===== src/rtl/pulsegate_burst.sv =====
// Purpose : emits an exact number of full-width clk pulses on gclk, optionally repeated
//           as several bursts with a programmable idle gap between them.
// Latency : start accepted at a posedge -> gate_en next cycle -> first gclk pulse one cycle later.
// Backpr. : none; start is ignored while busy, abort terminates immediately.
//
// Ports:
//   clk, reset          clock and asynchronous active-high reset
//   start, abort        launch / terminate a transaction (sampled on posedge clk)
//   count, gap, bursts  pulses per burst, idle cycles between bursts, number of bursts
//                       (captured on an accepted start; bursts==0 behaves as 1)
//   gclk                gated clock, clk AND gate_q
//   gate_en             posedge-registered gate request
//   busy, done          transaction in progress / one-cycle completion pulse
//   burst_idx           0-based index of the burst currently being produced
module pulsegate_burst #(
    parameter int CNT_W   = 8,
    parameter int GAP_W   = 8,
    parameter int BURST_W = 4
) (
    input  logic               clk,
    input  logic               reset,
    input  logic               start,
    input  logic               abort,
    input  logic [CNT_W-1:0]   count,
    input  logic [GAP_W-1:0]   gap,
    input  logic [BURST_W-1:0] bursts,
    output logic               gclk,
    output logic               gate_en,
    output logic               busy,
    output logic               done,
    output logic [BURST_W-1:0] burst_idx
);

    typedef enum logic [1:0] {
        IDLE   = 2'd0,
        RUN    = 2'd1,
        GAP    = 2'd2,
        FINISH = 2'd3
    } state_t;

    state_t               state;
    logic [CNT_W-1:0]     count_l;
    logic [GAP_W-1:0]     gap_l;
    logic [BURST_W-1:0]   last_l;   // index of the final burst
    logic [CNT_W:0]       pcnt;
    logic [GAP_W:0]       gcnt;
    logic                 gate_q;

    always_ff @(posedge clk or posedge reset) begin
        if (reset) begin
            state     <= IDLE;
            count_l   <= '0;
            gap_l     <= '0;
            last_l    <= '0;
            pcnt      <= '0;
            gcnt      <= '0;
            gate_en   <= 1'b0;
            busy      <= 1'b0;
            done      <= 1'b0;
            burst_idx <= '0;
        end else begin
            done <= 1'b0;
            if (state != IDLE && abort) begin
                state     <= IDLE;
                gate_en   <= 1'b0;
                busy      <= 1'b0;
                burst_idx <= '0;
                pcnt      <= '0;
                gcnt      <= '0;
            end else begin
                case (state)
                    IDLE: begin
                        if (start && !abort) begin
                            count_l   <= count;
                            gap_l     <= gap;
                            // a burst count of zero is treated as a single burst
                            last_l    <= (bursts == '0) ? '0 : bursts - BURST_W'(1);
                            busy      <= 1'b1;
                            burst_idx <= '0;
                            gcnt      <= '0;
                            if (count == '0) begin
                                state <= FINISH;
                            end else begin
                                state   <= RUN;
                                gate_en <= 1'b1;
                                pcnt    <= (CNT_W+1)'(1);
                            end
                        end
                    end
                    RUN: begin
                        if (pcnt == {1'b0, count_l}) begin
                            if (burst_idx == last_l) begin
                                state   <= FINISH;
                                gate_en <= 1'b0;
                            end else if (gap_l == '0) begin
                                // zero gap: next burst follows back-to-back
                                pcnt      <= (CNT_W+1)'(1);
                                burst_idx <= burst_idx + BURST_W'(1);
                            end else begin
                                state   <= GAP;
                                gate_en <= 1'b0;
                                gcnt    <= (GAP_W+1)'(1);
                            end
                        end else begin
                            pcnt <= pcnt + (CNT_W+1)'(1);
                        end
                    end
                    GAP: begin
                        if (gcnt == {1'b0, gap_l}) begin
                            state     <= RUN;
                            gate_en   <= 1'b1;
                            pcnt      <= (CNT_W+1)'(1);
                            burst_idx <= burst_idx + BURST_W'(1);
                        end else begin
                            gcnt <= gcnt + (GAP_W+1)'(1);
                        end
                    end
                    FINISH: begin
                        // start is deliberately not looked at here
                        done  <= 1'b1;
                        busy  <= 1'b0;
                        state <= IDLE;
                    end
                    default: state <= IDLE;
                endcase
            end
        end
    end

    // Re-time the gate on the falling edge so it only changes while clk is low;
    // reset still clears it at once, even during a high phase.
    always_ff @(negedge clk or posedge reset) begin
        if (reset) begin
            gate_q <= 1'b0;
        end else begin
            gate_q <= gate_en;
        end
    end

    assign gclk = clk & gate_q;

endmodule

===== config.mk =====
export PLATFORM = sky130hd
export DESIGN_NAME = pulsegate_burst
export DESIGN_NICKNAME = d
export VERILOG_FILES = /design/src/rtl/pulsegate_burst.sv
export SDC_FILE = /design/constraint.sdc
export NUM_CORES = 1
export LEC_CHECK = 0
export CAP_MARGIN = 10
export CORE_MARGIN = 2
export CORE_UTILIZATION = 45
export CTS_CLUSTER_SIZE = 20
export DETAILED_ROUTE_END_ITERATION = 7
export HOLD_SLACK_MARGIN = 0.08
export MAX_ROUTING_LAYER = met4
export PLACE_DENSITY_LB_ADDON = 0.15
export SLEW_MARGIN = 20
export SYNTH_ARGS = -nofsm -noshare
export SYNTH_HDL_FRONTEND = slang
export SYNTH_SLANG_ARGS = --single-unit

===== constraint.sdc =====
create_clock -name clk -period 2.9 [get_ports clk]
set_clock_uncertainty 0.15 [all_clocks]
set_input_delay 0.29 -clock clk [delete_from_list [all_inputs] [get_ports clk]]
set_output_delay 0.29 -clock clk [all_outputs]
set_load 0.005 [all_outputs]

Word level (Yosys, flattened, before mapping)
Cells that the tools add are included.
Operators by class
  bitwise operators: 2
  reductions and logical operators: 17
  add/sub/neg operators: 4
  multiplexer cells: 44
  equality and inequality tests: 17
Operator list (count)
  9-bit 2-to-1 mux: 13
  9-bit one-hot mux with 3 select lines: 2
  4-bit 2-to-1 mux: 7
  3-bit != test, second input constant: 8
  6-bit AND reduction: 4
  9-bit by 1-bit adder with 9-bit output, second input constant: 2
  9-bit by 8-bit equality test with 1-bit output: 2
  8-bit logical NOT: 2
  2-bit 2-to-1 mux: 7
  4-bit != test, second input constant: 3
  4-bit one-hot mux with 3 select lines: 1
  1-bit 2-to-1 mux: 11
  2-bit one-hot mux with 4 select lines: 1
  4-bit by 1-bit adder with 4-bit output, second input constant: 1
  2-bit equality test, second input constant: 2
  4-bit equality test: 1
  4-bit logical NOT: 1
  4-bit AND reduction: 1
  4-bit nonzero test: 1
  4-bit by 1-bit subtractor with 4-bit output, second input constant: 1
  1-bit one-hot mux with 3 select lines: 1
  3-bit AND reduction: 1
  3-bit nonzero test: 1
  2-bit by 1-bit equality test with 1-bit output, second input constant: 1
  other kinds (8): 9
Word-level totals
  bits of input ports: 24
  logic and storage cells: 95
  output and inout port bits: 8
  register bits: 48

Depth between registers and ports, before layout
Gate-level depths: netlist of run 1.
  depth after elaboration: 6
  gate-level depth with buffers: 10
  mapped depth without buffers: 8

==> results of run 1 <==
==> sequential cells by signal, indices dropped and copies added (netlist names) <==
signal	flops
last_l	4
gcnt	9
gate_en	1
pcnt	9
gap_l	8
state	2
gate_q	1
done	1
count_l	8
busy	1
burst_idx	4
==> power by group <==
| group | switching, mW | internal, mW | total [mW] |
|---|---|---|---|
| Combinational | 0.689 | 0.612 | 1.30 |
| Clock | 0.253 | 0.293 | 0.545 |
| Sequential | 0.190 | 0.886 | 1.08 |
| Total | 1.13 | 1.79 | 2.92 |
==> through the flow <==
step | cell area [µm²] | worst slack (ns)
detailed placement | 3102 | 0.06696
global route | 3232 | -0.05608
global placement | 3102 | 0.06891
finish | 3232 | 0.004228
floorplan | 2668 | 0.4979
CTS | 3232 | -0.01167
==> cell usage after synthesis, drive strengths merged (2+ instances only) <==
cell | count | area [µm²]
o21ai | 28 | 140.1
nor4 | 7 | 65.06
or2 | 2 | 15.02
xor2 | 12 | 105.1
a311oi | 2 | 17.52
nand3 | 14 | 75.07
xnor2 | 8 | 70.07
o41ai | 2 | 17.52
and3 | 9 | 56.30
a21oi | 6 | 30.03
and2 | 6 | 37.54
ha | 7 | 87.58
clkbuf | 4 | 15.01
dfrtp | 47 | 1176
o22a | 4 | 35.03
buf | 3 | 15.01
inv | 7 | 26.28
o21bai | 2 | 15.01
nor2 | 13 | 48.80
nand2 | 16 | 60.06
mux2 | 17 | 191.4
a21o | 4 | 30.03
o31ai | 12 | 90.09
nor3 | 4 | 25.02
nand2b | 7 | 43.79
nor2b | 6 | 37.54
==> cells by family (layout without fill, tap and decap cells) <==
family | after synthesis | count (layout) | share of synthesized area (%)
simple gates | 90 | 90 | 19.54
mux | 17 | 17 | 7.186
fa+ha+maj | 7 | 7 | 3.288
flops | 48 | 48 | 45.09
buf+inv | 14 | 57 | 2.114
xor+xnor | 20 | 20 | 6.576
compound gates | 66 | 66 | 16.21
==> cells in the final DEF (no fill, tap or decap), drive strengths merged, types with 2 or more instances in the layout <==
master         count
o31ai             12
a21oi              6
o21bai             2
nor3               4
and3               9
a311oi             2
clkbuf            10
o22a               4
o21ai             28
nor2b              6
dfrtp             47
or2                2
nand2b             7
xor2              12
xnor2              8
o41ai              2
nor2              13
buf                9
and2               6
inv                6
clkinvlp           2
ha                 7
mux2              17
nand2             16
clkdlybuf4s50     30
a21o               4
nand3             14
nor4               7
==> area by class of cell <==
cell class	count	area share (%)
Multi-Input combinational cell	200	43.52
Clock buffer	11	4.104
Inverter	7	0.9292
Timing Repair Buffer	38	11.15
Tap cell	75	2.904
Clock inverter	1	0.2323
Sequential cell	48	37.17
==> layer usage <==
metal,track usage (%),wire [µm],vias up
met5,-,0,-
met4,9.322,87,0
met3,6.222,260,7
met2,28.68,2646,44
met1,26.23,2754,1039
li1,-,-,1038
==> worst max-delay path, delay by kind of cell, from the launching register on <==
family | cells | cell delay [ns]
buf+inv | 1 | 0.10
simple gates | 1 | 0.10
flops | 1 | 0.38
==> final timing paths <==
kind	to	slack, ns	cells after the start
max	gclk	0.004	2
min	burst_idx[2]$_DFFE_PP0P_	0.33	3
max reg2reg	gcnt[7]$_DFFE_PP0P_	0.27	8
min reg2reg	gcnt[8]$_DFFE_PP0P_	0.33	1
max in group asynchronous	gate_q$_DFF_NP0_	1.16	2
min in group clk	gcnt[8]$_DFFE_PP0P_	0.33	1
==> what timing repair did <==
item | 4_1_cts | 5_1_grt
endpoints found under the hold margin | 0 | 0
gates resized for setup | 4 | 0
endpoints found under the setup margin | 2 | 2
==> results_dict.tcl, run 1 <==
set metrics [dict create \
    status "finished clean" \
    num_rows 28 \
    design.portCount 32 \
    highest_ir_drop_seen_on_vdd_mv 0.5007 \
    die_w_um 80.94 \
    fillerInstances 557 \
    cap_viol_max_count 0 \
    number_of_hold_violations_in_the_final_report 0 \
    largest_net_degree_at_the_start_of_global_routing 48 \
    routedWlPerCell_um 15.13 \
    max_slew_margin_pct 59.76 \
    dr.first_iter.drc_count 103 \
    finalSetupViolCount 0 \
    cts_tree "done" \
    finalNonFillerCells 380 \
    place_inst 369 \
    placement.io_buffers 31 \
    first_pass_iters 4 \
    hold_buf_cts 0 \
    grt_first_pass_wirelength_um 9542 \
    regArea_um2 1201 \
    critPathSlowestCell "dfrtn_1" \
    timing.critical_path.cells "and2_1, buf_2" \
    antenna_found_initial 0 \
    globalRouteOverflowTotal 0 \
    drive_above_1_share_pct 15.08 \
    finalSetupTns_ns 0 \
    design.die.area_um2 6551 \
    area_growth_syn_to_layout_pct 21.32 \
    drt-vias-per-instance 5.600 \
    routabilityCongestion 0.8322 \
    drtAntennaViolNets 0 \
    finish.net_count 335 \
    drc 0 \
    p_leak_nw 1.409 \
    floorplan.initialDensity_pct 45.80 \
    syn-cell-area_um2 2664 \
    postRouteWirelength_um 5748 \
    syn-num-nets 293 \
    holdCritPathClass "input pin to async pin" \
    power_mw 2.922 \
    fin_util_pct 55.57 \
    required_ns 2.46 \
    synth-seq-cells 48 \
    timing.critical_path.from_type "flip-flop" \
    portion_of_the_post_synthesis_area_used_by_sequential_elements_pct 45.09 \
    worstSkewPairLatency_ns 0.41 \
    report.final.slew_viol_count 0 \
    routed-via-count 2128 \
    die-height_um 80.94 \
    number_of_synthesized_flops_with_an_enable_pin 0 \
    antennaDiodeCount 0 \
    timing.critical_path.slowest_cell_delay_ns 0.38 \
    yosys_warnings 0 \
    fp.coreArea_um2 5816 \
    global_route.usage.total_pct 20.13 \
    critical_path.endpoint_type "output pin" \
    post-cts-setup-buffers 0 \
    power.density_cell_area_nw_per_um2 904.2 \
    synth.avg_cell_area_um2 10.17 \
    cp_data_arrival_time_ns 2.46 \
    worst_setup_hold_path_clk_slew_ns 0.09 \
    synth-main-ff-cell "dfrtp_1" \
    first_global_vias 2009 \
    worstPathMaxFanout 1 \
    yosysUniqueCellTypes 46 \
    worst-slew-pin-transition_ns 0.5984 \
    synthesis.instances 262 \
    async_reset_ff_share_pct 100.0 \
    post-dp-hpwl_um 4013 \
    regToRegStartpoint "state[0]$_DFFE_PP0P_" \
    multiInputGateArea_um2 1406 \
    cp-startpoint "gate_q$_DFF_NP0_" \
    timing.hold.ws_ns 0.3281 \
    rsz0062_at_grt "true" \
    criticalPathCategory "flip-flop to output pin" \
]
Power figures use the tool's default switching activity.
==> run 2, diff against run 1 <==
Settings changed: RECOVER_POWER set to 50.
Clock period 2.9 ns to 3.7 ns, I/O delays scaled along.
==> results_dict.tcl, run 2 (same netlist as run 1, synthesis figures left out) <==
set metrics [dict create \
    routedWlPerCell_um 15.13 \
    worstSkewPairLatency_ns 0.41 \
    layout_commonest_cell "dfrtp_1" \
    max_slew_margin_pct -73.29 \
    highest_ir_drop_seen_on_vdd_mv 0.3190 \
    ff2ff_setup_slack_ns 0.63 \
    timing.critical_path.from_type "flip-flop" \
    cts_tree "done" \
    fp.coreArea_um2 5816 \
    num_rows 28 \
    worstPathMaxFanout 1 \
    post_dp_cell_area_um2 3060 \
    antenna_found_initial 0 \
    drive_above_1_share_pct 12.67 \
    design.die.area_um2 6551 \
    antennaDiodeCount 0 \
    finalNonFillerCells 375 \
    routabilityCongestion 0.7445 \
    post-dp-hpwl_um 4019 \
    post-route-cell-area_um2 3191 \
    number_of_hold_violations_in_the_final_report 0 \
    worst-slew-pin-transition_ns 2.599 \
    cp_num_buf_inv 1 \
    drtAntennaViolNets 0 \
    floorplan.initialDensity_pct 45.80 \
    dr.first_iter.drc_count 99 \
    cp_top_family "flip-flops" \
    top_regs "gcnt: 9 flops, pcnt: 9 flops" \
    cp_data_arrival_time_ns 2.97 \
    first_global_vias 1990 \
    violations "capacitance limit, slew limit" \
    largest_net_degree_at_the_start_of_global_routing 48 \
    drt-vias-per-instance 5.533 \
    status "finished with violations" \
    placement.io_buffers 31 \
    timing.critical_path.cells "and2_1, dlygate4sd2_1" \
    cap_viol_max_count 1 \
    required_ns 3.18 \
    p_leak_nw 1.394 \
    timing.critical_path.slowest_cell_delay_ns 0.38 \
    criticalPathCategory "flip-flop to output pin" \
    preCtsSetupSlack_ns 0.3913 \
    first_pass_iters 4 \
    design.portCount 32 \
    die_w_um 80.94 \
    layout_setup_ws_ns 0.2065 \
    global_route.usage.total_pct 20.12 \
    rsz0062_at_grt "false" \
    drc 0 \
    routed-via-count 2075 \
    die-height_um 80.94 \
    critPathSlowestCell "dfrtn_1" \
    finish.net_count 330 \
    finalSetupViolCount 0 \
    critical_path.endpoint_type "output pin" \
    finalSetupTns_ns 0 \
    postRouteWirelength_um 5675 \
    globalRouteOverflowTotal 0 \
    worst_setup_hold_path_clk_slew_ns 0.09 \
    place_inst 364 \
    report.final.slew_viol_count 48 \
    grt_first_pass_wirelength_um 9570 \
    power.density_cell_area_nw_per_um2 703.8 \
    holdCritPathClass "flip-flop to flip-flop" \
    most-common-layout-cells "47 x dfrtp_1, 26 x clkdlybuf4s50_1, 22 x o21ai_0" \
    post-cts-setup-buffers 0 \
    fillerInstances 557 \
    timing.hold.ws_ns 0.3322 \
    area_growth_syn_to_layout_pct 19.77 \
]
-- run 2: cell types whose count changed in the layout (fill, tap and decap cells not counted), sizes merged --
cell | previous run | this run
buf | 9 | 2
clkbuf | 10 | 11
clkdlybuf4s50 | 30 | 26
clkinvlp | 2 | 1
dlygate4sd2 | 0 | 1
dlygate4sd3 | 0 | 4
inv | 6 | 7
-- run 2: final timing paths --
path | from | end | cells after the start
setup / recovery | gate_q$_DFF_NP0_ | gclk | 2
hold / removal | gcnt[8]$_DFFE_PP0P_ | gcnt[8]$_DFFE_PP0P_ | 1
hold reg to reg | gcnt[8]$_DFFE_PP0P_ | gcnt[8]$_DFFE_PP0P_ | 1
max in group asynchronous | reset | gcnt[3]$_DFFE_PP0P_ | 3
setup reg to reg | state[0]$_DFFE_PP0P_ | pcnt[0]$_DFFE_PP0P_ | 8
min in group asynchronous | reset | gate_en$_DFFE_PP0P_ | 3
-- run 2: metal layers --
layer	vias up	wire length, µm	global-route usage, %
met1	1005	2785	27.14
met5	-	0	-
met2	35	2607	28.10
li1	1029	-	-
met3	6	207	6.000
met4	0	75	8.475
-- run 2: layout make-up --
| class | count | area [µm²] | share of cell area, % |
|---|---|---|---|
| clock inverters | 1 | 7.507 | 0.2353 |
| inverters | 7 | 26.28 | 0.8235 |
| repair buffers | 33 | 319.1 | 10.00 |
| flip-flops and latches | 48 | 1201 | 37.65 |
| multi-input cells | 200 | 1406 | 44.08 |
| well taps | 75 | 93.84 | 2.941 |
| clock buffers | 11 | 136.4 | 4.275 |
-- run 2: worst register-to-register path, cell delays in order (launching register included) --
cell,delay (ns)
dfrtp_1,0.41
inv_1,0.15
ha_1,0.40
or3b_2,0.47
nor4_1,0.45
nor2b_1,0.16
o211ai_1,0.46
a311oi_1,0.13
a21o_1,0.20
-- run 2: timing repair --
| item | CTS | global route |
|---|---|---|
| hold buffers | 0 | 0 |
| setup endpoints to repair | 2 | 0 |
| gates resized for setup | 1 | 0 |
-- run 2: power breakdown --
| group | leakage (nW) | internal, mW | switching (mW) |
|---|---|---|---|
| registers | 0.619 | 0.694 | 0.146 |
| logic | 0.700 | 0.441 | 0.535 |
| clock network | 0.0757 | 0.232 | 0.198 |
-- run 2: per-stage QoR --
stage / total power [mW] / utilization, %
6_report: 2.245 / 54.86
5_1_grt: 2.424 / 54.86
4_1_cts: 2.269 / 54.93
3_5_place_dp: 1.853 / 52.62
3_3_place_gp: 1.830 / 52.62
2_1_floorplan: 1.565 / -
